**config.mk**
```make
export PLATFORM = sky130hd
export DESIGN_NAME = usb_tx_line_encoder
export DESIGN_NICKNAME = d
export VERILOG_FILES = /design/src/rtl/usb_tx_line_encoder.sv
export SDC_FILE = /design/constraint.sdc
export NUM_CORES = 1
export LEC_CHECK = 0
export BUFFER_PORTS_ARGS = -buffer_cell sky130_fd_sc_hd__buf_2
export CAP_MARGIN = 0
export CORE_ASPECT_RATIO = 0.9
export CORE_MARGIN = 10
export CORE_UTILIZATION = 35
export CTS_CLUSTER_SIZE = 16
export DETAILED_ROUTE_END_ITERATION = 6
export MAX_ROUTING_LAYER = met4
export SLEW_MARGIN = 20
export SYNTH_ARGS = -nofsm -noshare
export SYNTH_HDL_FRONTEND = slang
export SYNTH_SLANG_ARGS = --single-unit
```
**constraint.sdc**
```tcl
create_clock -name clk -period 3.6 [get_ports clk]
set_clock_uncertainty 0.2 [all_clocks]
set_input_delay 0.36 -clock clk [delete_from_list [all_inputs] [get_ports clk]]
set_output_delay 0.36 -clock clk [all_outputs]
set_load 0.01 [all_outputs]
```
**src/rtl/usb_tx_line_encoder.sv**
```systemverilog
// usb_tx_line_encoder
//   Transmit line stage placed after the packet-to-serial converter. Serial
//   bits are buffered in a small FIFO and then bit-stuffed and NRZI-encoded
//   onto the D+/D- pair. Every packet is followed by the end-of-packet
//   sequence SE0, SE0, J. The FIFO absorbs the extra line time taken by
//   stuffed bits, because the upstream converter cannot be stalled.
//
// Ports
//   clk       : system clock, all state on posedge
//   rst_n     : asynchronous active-low reset
//   in_bit    : serial data bit from upstream
//   in_valid  : in_bit qualifier, contiguous for the length of a packet
//   dp, dm    : registered D+ / D- line levels (J = dp 1, dm 0)
//   busy      : FIFO non-empty or line FSM not idle
//   overflow  : sticky, a push was attempted while the FIFO was full
module usb_tx_line_encoder #(
  parameter int unsigned DEPTH     = 32,
  parameter int unsigned STUFF_RUN = 6
) (
  input  logic clk,
  input  logic rst_n,
  input  logic in_bit,
  input  logic in_valid,
  output logic dp,
  output logic dm,
  output logic busy,
  output logic overflow
);

  localparam int unsigned AW = $clog2(DEPTH);
  localparam int unsigned CW = $clog2(STUFF_RUN + 1);
  localparam logic [AW:0]   PTR_ONE   = (AW + 1)'(1);
  localparam logic [CW-1:0] ONES_ONE  = CW'(1);
  localparam logic [CW-1:0] STUFF_LIM = CW'(STUFF_RUN);

  typedef enum logic [2:0] {
    S_IDLE,
    S_SEND,
    S_STUFF,
    S_EOP1,
    S_EOP2,
    S_EOPJ
  } state_e;

  // FIFO storage: each entry is {eop, data}
  logic [1:0]    mem_q [DEPTH];
  logic [AW:0]   wr_ptr_q, wr_ptr_d;
  logic [AW:0]   rd_ptr_q, rd_ptr_d;
  logic          in_valid_q;
  logic          overflow_q, overflow_d;

  // line FSM state
  state_e        state_q, state_d;
  logic [CW-1:0] ones_q, ones_d;
  logic          level_q, level_d;
  logic          dp_q, dp_d;
  logic          dm_q, dm_d;

  logic          fifo_empty;
  logic          fifo_full;
  logic [1:0]    head;
  logic          push_req;
  logic          push_we;
  logic [1:0]    push_ent;
  logic          pop;

  assign fifo_empty = (wr_ptr_q == rd_ptr_q);
  assign fifo_full  = (wr_ptr_q[AW] != rd_ptr_q[AW]) &&
                      (wr_ptr_q[AW-1:0] == rd_ptr_q[AW-1:0]);
  assign head       = mem_q[rd_ptr_q[AW-1:0]];

  // A data entry on every valid bit; the EOP token on the falling edge of
  // in_valid (seen through the registered copy).
  assign push_req = in_valid | in_valid_q;
  assign push_ent = in_valid ? {1'b0, in_bit} : 2'b10;
  // A pop in the same edge frees a slot, so a full FIFO still accepts.
  assign push_we  = push_req & (~fifo_full | pop);

  always_comb begin
    wr_ptr_d   = wr_ptr_q;
    overflow_d = overflow_q;
    if (push_req) begin
      if (push_we) begin
        wr_ptr_d = wr_ptr_q + PTR_ONE;
      end else begin
        overflow_d = 1'b1;
      end
    end
    rd_ptr_d = pop ? (rd_ptr_q + PTR_ONE) : rd_ptr_q;
  end

  always_ff @(posedge clk) begin
    if (push_we) begin
      mem_q[wr_ptr_q[AW-1:0]] <= push_ent;
    end
  end

  always_ff @(posedge clk or negedge rst_n) begin
    if (!rst_n) begin
      wr_ptr_q   <= '0;
      rd_ptr_q   <= '0;
      in_valid_q <= 1'b0;
      overflow_q <= 1'b0;
    end else begin
      wr_ptr_q   <= wr_ptr_d;
      rd_ptr_q   <= rd_ptr_d;
      in_valid_q <= in_valid;
      overflow_q <= overflow_d;
    end
  end

  // Line FSM. dp/dm are registered with the value belonging to the state
  // being entered, so the line shows each state's symbol while in it.
  // IDLE always holds level=J and ones=0, so a data pop in IDLE uses the
  // same encode path as SEND. The stuff decision is made when the sixth 1
  // is popped (enter STUFF), which puts a stuffed 0 ahead of any EOP token.
  always_comb begin
    state_d = state_q;
    ones_d  = ones_q;
    level_d = level_q;
    dp_d    = dp_q;
    dm_d    = dm_q;
    pop     = 1'b0;
    unique case (state_q)
      S_IDLE, S_SEND: begin
        if (state_q == S_IDLE) begin
          dp_d = 1'b1;
          dm_d = 1'b0;
        end
        if (!fifo_empty) begin
          pop = 1'b1;
          if (!head[1]) begin
            if (head[0]) begin
              ones_d = ones_q + ONES_ONE;
            end else begin
              ones_d  = '0;
              level_d = ~level_q;
            end
            dp_d = level_d;
            dm_d = ~level_d;
            if (head[0] && (ones_q + ONES_ONE == STUFF_LIM)) begin
              state_d = S_STUFF;
            end else begin
              state_d = S_SEND;
            end
          end else if (state_q == S_SEND) begin
            // EOP token ends the packet; an orphan token in IDLE is dropped
            state_d = S_EOP1;
            dp_d    = 1'b0;
            dm_d    = 1'b0;
          end
        end
      end
      S_STUFF: begin
        ones_d  = '0;
        level_d = ~level_q;
        dp_d    = level_d;
        dm_d    = ~level_d;
        state_d = S_SEND;
      end
      S_EOP1: begin
        dp_d    = 1'b0;
        dm_d    = 1'b0;
        state_d = S_EOP2;
      end
      S_EOP2: begin
        dp_d    = 1'b1;
        dm_d    = 1'b0;
        level_d = 1'b1;
        ones_d  = '0;
        state_d = S_EOPJ;
      end
      S_EOPJ: begin
        dp_d    = 1'b1;
        dm_d    = 1'b0;
        state_d = S_IDLE;
      end
      default: begin
        dp_d    = 1'b1;
        dm_d    = 1'b0;
        level_d = 1'b1;
        ones_d  = '0;
        state_d = S_IDLE;
      end
    endcase
  end

  always_ff @(posedge clk or negedge rst_n) begin
    if (!rst_n) begin
      state_q <= S_IDLE;
      ones_q  <= '0;
      level_q <= 1'b1;
      dp_q    <= 1'b1;
      dm_q    <= 1'b0;
    end else begin
      state_q <= state_d;
      ones_q  <= ones_d;
      level_q <= level_d;
      dp_q    <= dp_d;
      dm_q    <= dm_d;
    end
  end

  assign dp       = dp_q;
  assign dm       = dm_q;
  assign busy     = ~fifo_empty | (state_q != S_IDLE);
  assign overflow = overflow_q;

endmodule

```
* Yosys cells after proc, flatten, opt, wreduce, memory -nomap -nowiden
Memories as Yosys holds them, arrays and structs flattened.
Index checks and enable logic that the tools add are counted.
** Cells by class
- $mul :: 0
- Add/sub/neg operators :: 3
- Bitwise gates (word level) :: 10
- Magnitude comparators :: 0
- Shift operators :: 0
- Multiplexer cells :: 31
- Divide/modulo/power cells :: 0
- Equal/unequal tests :: 12
- Reductions and logical operators :: 10
** Operators by type and width (number)
- two-way mux 1 bit :: 18
- two-way mux 3 bit :: 6
- adder 6 x 1 -> 6 bit (second input constant) :: 2
- case mux 3 bit (4 select lines) :: 1
- equality test 3 bit (second input constant) :: 3
- equality test 3 x 2 -> 1 bit (second input constant) :: 2
- equality test 6 bit :: 1
- inverter 1 bit :: 6
- case mux 1 bit (3 select lines) :: 2
- case mux 3 bit (2 select lines) :: 1
- AND reduction 2 bit :: 3
- equality test 5 bit :: 1
- two-way mux 2 bit :: 2
- != test 2 bit (second input constant) :: 2
- OR reduction 2 bit :: 2
- adder 3 x 1 -> 3 bit (second input constant) :: 1
- equality test 3 x 1 -> 1 bit (second input constant) :: 1
- zero test 3 bit :: 1
- != test 3 bit (second input constant) :: 1
- OR 1 bit :: 3
- AND reduction 3 bit :: 1
- nonzero test 3 bit :: 1
- logical AND 1 bit :: 2
- case mux 1 bit (2 select lines) :: 1
- 2 further kinds :: 2
** Storage, ports and cells
- Bits in read-only memories :: 0
- Input port bits :: 4
- Memories :: 1
- Latch bits :: 0
- Word-level logic and storage cells :: 76
- RAM bits :: 64
- Register bits after elaboration :: 23
- Output and inout port bits :: 4
** Memories
- mem_q :: depth 32, bits a word 2, read ports 1, clocked after memory_dff 0, write ports 1, RTL line 46 : logic [1:0] mem_q [DEPTH];

* Depth between registers and ports, before layout
- Depth in word-level cells :: 9
- Depth in mapped cells :: 9

* Worst setup path after synthesis
OpenSTA, ideal clock, no wires.
- Kind :: register to register
- Start :: register rd_ptr_q[0]
- End :: register dp_q, in the netlist dp
- Cell stages (with the launch flop) :: 10
- Library setup time :: 0.083 ns
- Arrival :: 2.411 ns
- Slack :: 0.906 ns
- Path buffers :: 3
- Path through :: dfrtp_1 > buf_6 > buf_4 > buf_2 > mux4_2 > mux2i_1 > a2bb2oi_1 > o211ai_2 > xnor2_1 > a221o_1
** On the way
- Longest elaborated chain between the ends :: 8
- Elaborated cells on any way between the ends :: 9
- Classes of those cells :: 1 x eq/ne; 7 x mux; 1 x memory
** RTL lines
- from (decl) :: RTL line 48 : logic [AW:0] rd_ptr_q, rd_ptr_d;
- from (signal assigned) :: RTL line 106 : rd_ptr_q <= rd_ptr_d;
- memory read (32 x 2 bit)
- two-way mux 1 bit :: RTL line 133 : if (head[0]) begin
- two-way mux 1 bit :: RTL line 132 : if (!head[1]) begin
- two-way mux 1 bit :: RTL line 130 : if (!fifo_empty) begin
- two-way mux 1 bit :: RTL line 124 : unique case (state_q)
- two-way mux 1 bit :: RTL line 132
- two-way mux 1 bit (*) :: RTL line 130
- case mux 1 bit (3 select lines) (*) :: RTL line 124
- net dp_d :: RTL line 56 : logic dp_q, dp_d;
- to (signal assigned) :: RTL line 199 : dp_q <= dp_d;
- to (decl) :: RTL line 56
The timed path passes the listed nets; every way through them passes the cells marked *. The select of a mux whose other input is x is not followed.
A chain may end at the register's enable or synchronous reset.

* Final worst setup path
- Start :: register rd_ptr_q[0]
- End :: memory mem_q[23][0], enable pin
** On the way
- Longest elaborated chain between the ends :: 7
- Elaborated cells on any way between the ends :: 10
- Classes of those cells :: 2 x eq/ne; 4 x mux; 3 x bitwise; 1 x reduce/logical
** RTL lines
- equality test 6 bit / equality test 5 bit (equally long branches) :: RTL line 67, 69
- two-way mux 1 bit / logical AND 1 bit (equally long branches) :: RTL line 130, 68
- two-way mux 1 bit / inverter 1 bit (equally long branches) :: RTL line 124, 77
- OR 1 bit (*) :: RTL line 77 : assign push_we = push_req & (~fifo_full | pop);
- bitwise AND 1 bit (*) :: RTL line 77
- two-way mux 1 bit (*) :: RTL line 93 : if (push_we) begin
- two-way mux 1 bit (implied by the code) (*) :: RTL line 94 : mem_q[wr_ptr_q[AW-1:0]] <= push_ent;
- to (decl) :: RTL line 46
Mark *: on every way between the ends. The rest lies on a longest branch, timed or not.

==> results.json <==
{
  "status": "completed",
  "rows": 36,
  "post-route-min-period_ns": 3.01,
  "synthCells": 291,
  "dpl.hpwl_mm": 5.48,
  "required_ns": 3.43,
  "io_pins": 8,
  "core_area_mm2": 0.0109,
  "finalSetupViolations": 0,
  "firstDrtPassIters": 4,
  "htree_num_levels": 3,
  "fin_nets": 312,
  "die_x_um": 132,
  "clockRootBuffer": "clkbuf_16",
  "overflow": 0,
  "drive_above_1_share_pct": 14.7,
  "viasPerCell": 4.95,
  "numClockSinks": 87,
  "finalHoldViolations": 0,
  "routed_wl_mm": 8.06,
  "peakVddDrop_mv": 0.509,
  "yosysTopAreaCell": "edfxtp_1",
  "synth_area_mm2": 0.00398,
  "drc": 0,
  "area_growth_pct": 13.1,
  "seqCellArea_mm2": 0.00250,
  "place_ws_ns": 0.532,
  "syn_avg_cell_area_um2": 13.7,
  "power_density_mw_per_mm2": 869,
  "cts_tree": "built",
  "instances_no_fill": 458,
  "dr_total_vias": 2267,
  "grt_pass1_wl_mm": 13.1,
  "crit_type": "flop to flop",
  "layout_common_cells": "edfxtp_1 (64), nor2_1 (44), nand2_1 (21), dfrtp_1 (21), mux2i_1 (13)",
  "cp-start-kind": "flop",
  "hp-class": "flop to flop",
  "synth_top_area_share_pct": 48.3,
  "die_area_mm2": 0.0160,
  "initial_core_util_pct": 36.3,
  "critPathMaxFanout": 12,
  "maxCapViolCount": 0,
  "cts_buffers": 9,
  "synth_cell_types": 51,
  "final_common_cell": "edfxtp_1",
  "cpPeakStageDelay_ns": 0.61,
  "synth_edf_count": 64,
  "antenna_found_initial": 0,
  "gp_congestion": 0.778,
  "clock_latency_ns": 0.34,
  "slew_viol_final": 0,
  "fin_tns_setup_ns": 0,
  "rsz0062_at_grt": "no",
  "dp_cells": 440,
  "synthFlopType": "edfxtp_1",
  "cts_buffer_depth": 2,
  "wire_per_inst_um": 17.6,
  "track_usage_pct": 10.8,
  "drt-initial-drc-count": 193,
  "antenna-diode-count": 0,
  "worst_pin_slew_ns": 0.999,
  "whs_ns": 0.284,
  "ant_nets": 0,
  "max_freq_ghz": 0.332,
  "fin_ws_ns": 0.588,
  "die_h_um": 121,
  "slowest_stage": "a31oi_1",
  "synth.area.top_cells": "edfxtp_1 (48%), dfrtp_1 (13%), mux4_2 (5.7%), nor2_1 (4.2%), mux2i_1 (3.3%)",
  "fin_crit_sh_pct": 83.7,
  "worstRegToRegCells": 6,
  "cp.arrival_ns": 2.84,
  "syn-num-nets": 302,
  "port_buffers": 7,
  "grt_pass1_vias": 2302,
  "synth_seq_cells": 87,
  "min_path_cells": 1,
  "nFillCells": 1022,
  "fin_util_pct": 41.1,
  "yosysSeqAreaShare_pct": 62.9,
  "yosysWarnings": 0,
  "post_cts_buffers": 0,
  "clk_pin_slew_ns": 0.06,
  "leakage_nw": 1.62,
  "multi_input_area_mm2": 0.00138,
  "grt_max_degree": 33,
  "path_cells": "buf_4 -> xor2_1 -> nor3_1 -> a31oi_1 -> nand2_1 -> nor2_1",
  "relSlewSlack_pct": 33.3,
  "end_kind": "flop",
  "async_flop_share_pct": 26.4
}
-- state kept, by name, indices dropped and copies added, names as in the netlist --
register,flops
in_valid_q,1
dm,1
state_q,3
level_q,1
dp,1
mem_q,64
overflow,1
rd_ptr_q,6
ones_q,3
wr_ptr_q,6
-- per-layer routing --
layer / vias to the layer above / global-route usage (%) / wire, um
li1: 1097 / - / -
met1: 1124 / 14.3 / 3980
met2: 34 / 15.9 / 3690
met3: 12 / 2.61 / 264
met4: 0 / 3.71 / 119
met5: - / - / 0
-- power by group --
part	internal, mW	switching [mW]	total [mW]	leakage, nW
Sequential	1.28	0.268	1.55	0.862
Clock	0.599	0.367	0.965	0.156
Combinational	0.622	0.771	1.39	0.601
Total	2.50	1.41	3.91	1.62
-- layout make-up --
class / count / area share [%]
clock buffers: 12 / 5.95
clock inverters: 4 / 1.14
inverters: 6 / 0.501
multi-input cells: 184 / 30.7
flip-flops and latches: 87 / 55.6
well taps: 152 / 4.23
repair buffers: 13 / 1.89
-- cells in the mapped netlist, types with 2 or more instances --
master,number
inv_1,6
nand3b_1,2
buf_2,2
dfstp_2,2
mux2_2,2
o21ai_0,4
or2_2,2
mux2i_1,13
nor2_1,44
or3b_2,2
ha_1,7
buf_1,3
nand2_1,21
buf_6,2
nand4_1,3
nand4b_1,2
clkbuf_1,6
nor2b_1,4
nand2b_1,3
xnor2_1,9
edfxtp_1,64
a22oi_1,3
o22ai_1,2
or3_1,2
and2_1,5
nor3_1,2
a21oi_1,5
a221o_1,2
nand3_1,6
dfrtp_1,21
xor2_1,9
mux4_2,10
mux4_1,2
a31oi_1,2
-- worst paths after layout --
check                            start      endpoint  slack [ns]
max in group asynchronous        rst_n            dp        2.50
hold / removal                overflow      overflow        0.28
setup / recovery           rd_ptr_q[0]  mem_q[23][0]        0.59
min in group asynchronous        rst_n    state_q[0]        0.33
setup reg to reg           rd_ptr_q[0]  mem_q[23][0]        0.59
hold reg to reg               overflow      overflow        0.28
-- kinds of logic after synthesis --
family / synth area share [%]
and+or+nand+nor: 12.2
DFF: 62.9
AOI/OAI and AO/OA: 5.48
muxes: 10.8
buffers and inverters: 2.42
xor gates and xnor gates: 3.97
adders and majority gates: 2.20
-- through the flow --
| stage | cell area (um2) | power, mW |
|---|---|---|
| CTS | 4500 | 3.94 |
| global placement | 4160 | 2.95 |
| detailed placement | 4160 | 2.97 |
| finish | 4500 | 3.91 |
| floorplan | 3980 | 2.63 |
| global route | 4500 | 4.17 |
-- critical path: cells and delay by family, from the launching register on --
family,cells,cell delay (ns)
AO/OA/AOI/OAI,1,0.61
XOR/XNOR,1,0.16
buffers and inverters,1,0.30
flip-flops,1,0.51
AND/OR/NAND/NOR,3,0.91
-- timing repair --
action	in CTS	in global routing
endpoints found under the hold margin	22	0
gates resized for setup	0	0
hold buffers	2	0
Note: power is estimated with default switching activity, not from simulation.
